**src/rtl/pipeline_hazard_ctrl_if.sv**
```systemverilog
// ID-stage hazard control bundle: decoder-side request fields and
// the forwarding/stall/flush controls returned to the pipeline.
interface pipeline_hazard_ctrl_if #(
  parameter int NUM_FWD_STAGES = 2
);
  localparam int SEL_W = $clog2(NUM_FWD_STAGES + 1);

  logic             id_valid;
  logic [4:0]       id_rs1;
  logic [4:0]       id_rs2;
  logic             id_use_rs1;
  logic             id_use_rs2;
  logic [4:0]       id_rd;
  logic             id_wreg;
  logic             id_m2reg;
  logic             id_multicycle;
  logic             ex_redirect;
  logic [SEL_W-1:0] qa_sel;
  logic [SEL_W-1:0] qb_sel;
  logic             pc_stall;
  logic             ifid_stall;
  logic             idex_bubble;
  logic             ifid_flush;
  logic             mc_busy;
  logic [31:0]      stall_cnt;
  logic [31:0]      flush_cnt;

  modport master (
    output id_valid, id_rs1, id_rs2, id_use_rs1, id_use_rs2,
    output id_rd, id_wreg, id_m2reg, id_multicycle, ex_redirect,
    input  qa_sel, qb_sel, pc_stall, ifid_stall, idex_bubble,
    input  ifid_flush, mc_busy, stall_cnt, flush_cnt
  );

  modport slave (
    input  id_valid, id_rs1, id_rs2, id_use_rs1, id_use_rs2,
    input  id_rd, id_wreg, id_m2reg, id_multicycle, ex_redirect,
    output qa_sel, qb_sel, pc_stall, ifid_stall, idex_bubble,
    output ifid_flush, mc_busy, stall_cnt, flush_cnt
  );
endinterface

```
**src/rtl/pipeline_hazard_ctrl.sv**
```systemverilog
// Data-hazard, load-use, multi-cycle and redirect control for ID.
// Optional perf counters: define HAZ_PERF_CNT_EN.
module pipeline_hazard_ctrl #(
  parameter int NUM_FWD_STAGES = 2,
  parameter int LOAD_STAGE     = 1,
  parameter int MC_CYCLES      = 4
) (
  input logic                          clk,
  input logic                          rst_n,
  pipeline_hazard_ctrl_if.slave        hz
);
  localparam int SEL_W = $clog2(NUM_FWD_STAGES + 1);
  localparam bit MC_EN = (MC_CYCLES > 1);

  typedef struct packed {
    logic       valid;
    logic [4:0] rd;
    logic       wreg;
    logic       m2reg;
  } shd_t;

  typedef enum logic {IDLE, MC_WAIT} st_t;

  shd_t             sh_q [NUM_FWD_STAGES];
  st_t              st_q, st_d;
  logic [7:0]       cnt_q, cnt_d;
  logic [SEL_W-1:0] sel_a, sel_b;
  logic             lu_a, lu_b, lu;
  logic             fsm_hold, hazard, redir, issue;
  logic             pc_stall_w, flush_w;

  function automatic logic hit(shd_t e, logic [4:0] rs, logic use_s);
    return e.valid & e.wreg & (e.rd == rs) & (rs != 5'd0) & use_s;
  endfunction

  // Scan oldest to youngest so the youngest match is written last.
  always_comb begin
    sel_a = '0;
    sel_b = '0;
    lu_a  = 1'b0;
    lu_b  = 1'b0;
    for (int k = NUM_FWD_STAGES - 1; k >= 0; k--) begin
      if (hit(sh_q[k], hz.id_rs1, hz.id_use_rs1)) begin
        sel_a = SEL_W'(k + 1);
        lu_a  = sh_q[k].m2reg && (k < LOAD_STAGE);
      end
      if (hit(sh_q[k], hz.id_rs2, hz.id_use_rs2)) begin
        sel_b = SEL_W'(k + 1);
        lu_b  = sh_q[k].m2reg && (k < LOAD_STAGE);
      end
    end
  end

  assign lu    = hz.id_valid & (lu_a | lu_b);
  assign redir = hz.ex_redirect;

  always_comb begin
    st_d     = st_q;
    cnt_d    = cnt_q;
    fsm_hold = 1'b0;
    unique case (st_q)
      IDLE: begin
        if (hz.id_valid && hz.id_multicycle && !lu && MC_EN) begin
          st_d     = MC_WAIT;
          cnt_d    = 8'(MC_CYCLES - 1);
          fsm_hold = 1'b1;
        end
      end
      MC_WAIT: begin
        if (cnt_q > 8'd1) begin
          cnt_d    = cnt_q - 8'd1;
          fsm_hold = 1'b1;
        end else begin
          st_d  = IDLE;
          cnt_d = 8'd0;
        end
      end
      default: begin
        st_d  = IDLE;
        cnt_d = 8'd0;
      end
    endcase
    if (redir) begin
      st_d  = IDLE;
      cnt_d = 8'd0;
    end
  end

  assign hazard     = lu | fsm_hold;
  assign issue      = hz.id_valid & ~hazard & ~redir;
  assign pc_stall_w = rst_n & hazard & ~redir;
  assign flush_w    = rst_n & redir;

  always_ff @(posedge clk) begin
    if (!rst_n) begin
      for (int k = 0; k < NUM_FWD_STAGES; k++) sh_q[k] <= '0;
      st_q  <= IDLE;
      cnt_q <= 8'd0;
    end else begin
      sh_q[0] <= issue ? shd_t'{1'b1, hz.id_rd, hz.id_wreg, hz.id_m2reg}
                       : '0;
      for (int k = 1; k < NUM_FWD_STAGES; k++) sh_q[k] <= sh_q[k-1];
      st_q  <= st_d;
      cnt_q <= cnt_d;
    end
  end

  assign hz.qa_sel      = rst_n ? sel_a : '0;
  assign hz.qb_sel      = rst_n ? sel_b : '0;
  assign hz.pc_stall    = pc_stall_w;
  assign hz.ifid_stall  = pc_stall_w;
  assign hz.idex_bubble = rst_n & (hazard | redir);
  assign hz.ifid_flush  = flush_w;
  assign hz.mc_busy     = rst_n & (st_q == MC_WAIT);

`ifdef HAZ_PERF_CNT_EN
  logic [31:0] stall_cnt_q, flush_cnt_q;

  always_ff @(posedge clk) begin
    if (!rst_n) begin
      stall_cnt_q <= 32'd0;
      flush_cnt_q <= 32'd0;
    end else begin
      if (pc_stall_w && stall_cnt_q != 32'hFFFF_FFFF)
        stall_cnt_q <= stall_cnt_q + 32'd1;
      if (flush_w && flush_cnt_q != 32'hFFFF_FFFF)
        flush_cnt_q <= flush_cnt_q + 32'd1;
    end
  end

  assign hz.stall_cnt = stall_cnt_q;
  assign hz.flush_cnt = flush_cnt_q;
`else
  assign hz.stall_cnt = 32'd0;
  assign hz.flush_cnt = 32'd0;
`endif
endmodule
```
**src/flat_wrapper.sv**
```systemverilog
// flat-port wrapper written by rule: the top's interface ports become plain ports
module pipeline_hazard_ctrl_flat 
#(
  parameter int NUM_FWD_STAGES = 2,
  parameter int LOAD_STAGE     = 1,
  parameter int MC_CYCLES      = 4
)
  (clk, rst_n, hz_id_valid, hz_id_rs1, hz_id_rs2, hz_id_use_rs1, hz_id_use_rs2, hz_id_rd, hz_id_wreg, hz_id_m2reg, hz_id_multicycle, hz_ex_redirect, hz_qa_sel, hz_qb_sel, hz_pc_stall, hz_ifid_stall, hz_idex_bubble, hz_ifid_flush, hz_mc_busy, hz_stall_cnt, hz_flush_cnt);
  pipeline_hazard_ctrl_if #(.NUM_FWD_STAGES(NUM_FWD_STAGES)) hz_i ();
  input logic clk;
  input logic rst_n;
  input wire logic [$bits(hz_i.id_valid)-1:0] hz_id_valid;
  input wire logic [$bits(hz_i.id_rs1)-1:0] hz_id_rs1;
  input wire logic [$bits(hz_i.id_rs2)-1:0] hz_id_rs2;
  input wire logic [$bits(hz_i.id_use_rs1)-1:0] hz_id_use_rs1;
  input wire logic [$bits(hz_i.id_use_rs2)-1:0] hz_id_use_rs2;
  input wire logic [$bits(hz_i.id_rd)-1:0] hz_id_rd;
  input wire logic [$bits(hz_i.id_wreg)-1:0] hz_id_wreg;
  input wire logic [$bits(hz_i.id_m2reg)-1:0] hz_id_m2reg;
  input wire logic [$bits(hz_i.id_multicycle)-1:0] hz_id_multicycle;
  input wire logic [$bits(hz_i.ex_redirect)-1:0] hz_ex_redirect;
  output wire logic [$bits(hz_i.qa_sel)-1:0] hz_qa_sel;
  output wire logic [$bits(hz_i.qb_sel)-1:0] hz_qb_sel;
  output wire logic [$bits(hz_i.pc_stall)-1:0] hz_pc_stall;
  output wire logic [$bits(hz_i.ifid_stall)-1:0] hz_ifid_stall;
  output wire logic [$bits(hz_i.idex_bubble)-1:0] hz_idex_bubble;
  output wire logic [$bits(hz_i.ifid_flush)-1:0] hz_ifid_flush;
  output wire logic [$bits(hz_i.mc_busy)-1:0] hz_mc_busy;
  output wire logic [$bits(hz_i.stall_cnt)-1:0] hz_stall_cnt;
  output wire logic [$bits(hz_i.flush_cnt)-1:0] hz_flush_cnt;
  assign hz_i.id_valid = hz_id_valid;
  assign hz_i.id_rs1 = hz_id_rs1;
  assign hz_i.id_rs2 = hz_id_rs2;
  assign hz_i.id_use_rs1 = hz_id_use_rs1;
  assign hz_i.id_use_rs2 = hz_id_use_rs2;
  assign hz_i.id_rd = hz_id_rd;
  assign hz_i.id_wreg = hz_id_wreg;
  assign hz_i.id_m2reg = hz_id_m2reg;
  assign hz_i.id_multicycle = hz_id_multicycle;
  assign hz_i.ex_redirect = hz_ex_redirect;
  assign hz_qa_sel = hz_i.qa_sel;
  assign hz_qb_sel = hz_i.qb_sel;
  assign hz_pc_stall = hz_i.pc_stall;
  assign hz_ifid_stall = hz_i.ifid_stall;
  assign hz_idex_bubble = hz_i.idex_bubble;
  assign hz_ifid_flush = hz_i.ifid_flush;
  assign hz_mc_busy = hz_i.mc_busy;
  assign hz_stall_cnt = hz_i.stall_cnt;
  assign hz_flush_cnt = hz_i.flush_cnt;
  pipeline_hazard_ctrl #(.NUM_FWD_STAGES(NUM_FWD_STAGES), .LOAD_STAGE(LOAD_STAGE), .MC_CYCLES(MC_CYCLES)) u_core (.clk(clk), .rst_n(rst_n), .hz(hz_i));
endmodule
```
**config.mk**
```make
export PLATFORM = sky130hd
export DESIGN_NAME = pipeline_hazard_ctrl_flat
export DESIGN_NICKNAME = d
export VERILOG_FILES = /design/src/rtl/pipeline_hazard_ctrl_if.sv /design/src/rtl/pipeline_hazard_ctrl.sv /design/src/flat_wrapper.sv
export SDC_FILE = /design/constraint.sdc
export NUM_CORES = 1
export LEC_CHECK = 0
export CORE_UTILIZATION = 29
export CTS_BUF_LIST = sky130_fd_sc_hd__clkbuf_4
export CTS_CLUSTER_DIAMETER = 50
export DETAILED_ROUTE_END_ITERATION = 6
export SYNTH_ARGS = -nofsm -noshare
export SYNTH_HDL_FRONTEND = slang
export SYNTH_SLANG_ARGS = --single-unit
```
**constraint.sdc**
```tcl
create_clock -name clk -period 3.4 [get_ports clk]
set_clock_uncertainty 0.05 [all_clocks]
set_input_delay 0.51 -clock clk [delete_from_list [all_inputs] [get_ports clk]]
set_output_delay 0.51 -clock clk [all_outputs]
set_load 0.01 [all_outputs]
```
==> impl_metrics.sql <==
INSERT INTO impl_metrics (metric_group, metric, value, unit) VALUES
('sta', 'slew_limit_fails', '0', ''),
('routing', 'drt_wl_total', '3427', 'um'),
('grt', 'grt_usage', '0.1140', ''),
('final_layout', 'most_used_cells_in_the_layout_excluding_fill_and_tap_cells', 'conb_1 (64), clkdlybuf4s50_1 (30), dfxtp_1 (24)', ''),
('worst_setup_path', 'crit_arrival', '2770', 'ps'),
('routing', 'drtIter0Drc', '32', ''),
('clock_network', 'cts-htree-levels', '1', ''),
('floorplanning', 'die-height', '80.27', 'um'),
('routing', 'antenna_left', '0', ''),
('final_layout', 'fin_area', '0.002074', 'mm^2'),
('synthesis', 'area_leader_netlist', 'buf_4', ''),
('sta', 'final_hold_vio_count', '0', ''),
('sta', 'worst-slew-pin-transition', '608.7', 'ps'),
('synthesis', 'synth_compound_gate_area_share', '0.1127', ''),
('synthesis', 'synth_cells', '206', ''),
('synthesis', 'yosys.area_share.simple', '0.2056', ''),
('min_path', 'min_path_type', 'reg2reg', ''),
('power', 'p_per_area', '303.3', 'mW/mm^2'),
('floorplanning', 'initial_utilization', '0.3001', ''),
('power', 'leakage', '0.8726', 'nW'),
('worst_setup_path', 'timing.critical_path.slowest_cell_delay', '540', 'ps'),
('synthesis', 'ys_seq_area_frac', '0.2704', ''),
('synthesis', 'synth_top_family_by_area', 'buffers and inverters', ''),
('routing', 'routedLengthMet1', '1531', 'um'),
('final_layout', 'layout.filler_cells', '636', ''),
('floorplanning', 'die-width', '80.27', 'um'),
('power', 'vdd_drop_max', '0.1343', 'mV'),
('synthesis', 'post_synth.cell_area_avg', '8.625', 'um^2'),
('synthesis', 'yosys_register_bits', '24', ''),
('clock_network', 'clk_pin_slew_worst_paths', '130', 'ps'),
('power', 'swShare', '0.2643', ''),
('clock_network', 'cts_hold_repair.buffers', '0', ''),
('synthesis', 'post_synthesis_cell_type_count', '39', ''),
('sta', 'fmax', '0.3003', 'GHz'),
('synthesis', 'synth-xor-area-share', '0.09859', ''),
('sta', 'timing.final.ws_setup', '70.20', 'ps'),
('routing', 'dr_wl_met3', '188', 'um'),
('worst_setup_path', 'category_of_the_worst_setup_path_capture_point', 'output pin', ''),
('sta', 'timing.max_slew.rel_slack', '0.5928', ''),
('final_layout', 'mostFrequentLayoutCell', 'conb_1', ''),
('worst_setup_path', 'worst_ep_required_time', '2840', 'ps'),
('floorplanning', 'die_area', '0.006443', 'mm^2'),
('worst_setup_path', 'slowest_stage', 'or4_1', ''),
('routing', 'post_detailed_route_drc_marker_count', '0', ''),
('power', 'p_seq_frac', '0.461', ''),
('place', 'postPlaceCellArea', '0.002009', 'mm^2'),
('clock_network', 'cts_num_sinks', '24', ''),
('routing', 'detailroute.via_count', '1335', ''),
('routing', 'vias_per_cell', '4.120', ''),
('worst_setup_path', 'cell_chain_critical_path', 'clkdlybuf4s50_1, or4_1, o21ai_2, nor3_1, o21a_1, o31a_2, clkdlybuf4s50_1', ''),
('grt', 'grt.overflow.total', '0', ''),
('final_layout', 'nets_finish', '276', ''),
('final_layout', 'fraction_of_layout_instances_using_a_drive_strength_above_1', '0.1004', ''),
('clock_network', 'post-cts-setup-buffers', '0', ''),
('sta', 'period_minus_slack', '3330', 'ps'),
('place', 'globalplace.congestion', '0.8105', ''),
('outcome', 'run_status', 'finished clean', ''),
('clock_network', 'worst_skew_pair.late_latency', '320', 'ps'),
('synthesis', 'post_synth_fa_ha_maj_area_fraction', '0.01408', ''),
('final_layout', 'area_delta_synth_final', '16.76', '%'),
('routing', 'route.top_layer_used', 'met4', ''),
('grt', 'grt_first_pass_wirelength', '5692', 'um'),
('flow_run', 'maximum_capacitance_violations', '0', ''),
('clock_network', 'cts_tree', 'yes', ''),
('grt', 'antenna_violations_before_repair', '0', ''),
('routing', 'detail_route.first_pass.iterations', '4', ''),
('floorplanning', 'num_io_pins', '97', ''),
('synthesis', 'yosys_warnings', '0', ''),
('synthesis', 'synth_top_area_share', '0.2746', ''),
('power', 'p_int', '0.4629', 'mW'),
('place', 'dpl_ws', '-79.74', 'ps');
[routing by layer]
layer / vias up / track usage
li1: 662 / -
met4: 0 / 0.02679
met2: 55 / 0.1940
met3: 2 / 0.02159
met1: 616 / 0.1472
met5: - / 0
[sequential cells by signal, indices dropped and copies added, names as in the netlist]
name / cells
u_core.sh_q: 15
u_core.cnt_q: 8
u_core.st_q: 1
[power groups by stage]
stage | combinational, mW | clock (mW) | sequential, mW
2_1_floorplan | 0.129 | 0 | 0.295
3_3_place_gp | 0.126 | 0 | 0.296
3_5_place_dp | 0.127 | 0 | 0.297
4_1_cts | 0.128 | 0.214 | 0.290
5_1_grt | 0.145 | 0.231 | 0.291
6_report | 0.129 | 0.210 | 0.290
[synth_stat cells, drive strengths merged]
| master | number |
|---|---|
| a21oi | 1 |
| a311oi | 1 |
| a31oi | 5 |
| and2 | 11 |
| and3 | 1 |
| buf | 67 |
| clkbuf | 1 |
| conb | 1 |
| dfxtp | 24 |
| ha | 2 |
| inv | 2 |
| mux2 | 1 |
| nand2 | 8 |
| nand2b | 1 |
| nand3 | 4 |
| nand4 | 4 |
| nor2 | 11 |
| nor2b | 2 |
| nor3 | 2 |
| nor3b | 7 |
| nor4 | 3 |
| o21a | 1 |
| o21ai | 8 |
| o22ai | 3 |
| o31a | 2 |
| o31ai | 2 |
| o41a | 2 |
| o41ai | 1 |
| or2b | 1 |
| or3 | 3 |
| or3b | 1 |
| or4 | 3 |
| xnor2 | 20 |
[kinds of logic (layout without fill, tap and decap cells)]
group,Yosys count,after routing
AOI/OAI and AO/OA,26,26
muxes,1,1
xor gates and xnor gates,20,20
adders and majority gates,2,2
DFF,24,24
and+or+nand+nor,62,62
buffers and inverters,70,50
other,1,64
[worst paths after layout]
kind / start / endpoint / slack [ps] / cells after the start
max: hz_id_rs1[3] / hz_ifid_stall / 70 / 7
min: u_core.sh_q[0][1] / u_core.sh_q[0][9] / 460 / 1
min reg2reg: u_core.sh_q[0][1] / u_core.sh_q[0][9] / 460 / 1
max reg2reg: u_core.cnt_q[6] / u_core.sh_q[0][0] / 1300 / 4
[area by class of cell]
type                       count  area, um^2  area share
tap                           75       93.84     0.04524
clock buffer                   3       22.52     0.01086
timing repair buffer          44       415.4      0.2002
sequential                    24       480.5      0.2316
multi-input combinational    175        1025      0.4940
inverter                       2       7.507    0.003619
clock inverter                 1       30.03     0.01448
[critical path, delay by kind of cell]
family	cells	cell delay, ps
buffers and inverters	2	890
AO/OA/AOI/OAI	3	730
AND/OR/NAND/NOR	2	640
[stage by stage]
| step | setup TNS, ps | power [mW] | hold WS, ps | instances | utilization |
|---|---|---|---|---|---|
| after floorplan | 0 | 0.4244 | 403.5 | 269 | - |
| after global placement | -61.52 | 0.4223 | 427.6 | 320 | 0.3394 |
| after detailed placement | -197.9 | 0.4235 | 430.3 | 320 | 0.3394 |
| after CTS | 0 | 0.6321 | 461.0 | 324 | 0.3483 |
| after global routing | -10.09 | 0.6674 | 491.9 | 324 | 0.3504 |
| final | 0 | 0.6292 | 462.4 | 324 | 0.3504 |
[timing repair]
item / in CTS / in global routing
endpoints found under the setup margin: 4 / 4
gates resized for setup: 2 / 4
pin swaps: 0 / 0
endpoints found under the hold margin: 0 / 0
No activity file was read; power rests on OpenSTA's default activity.
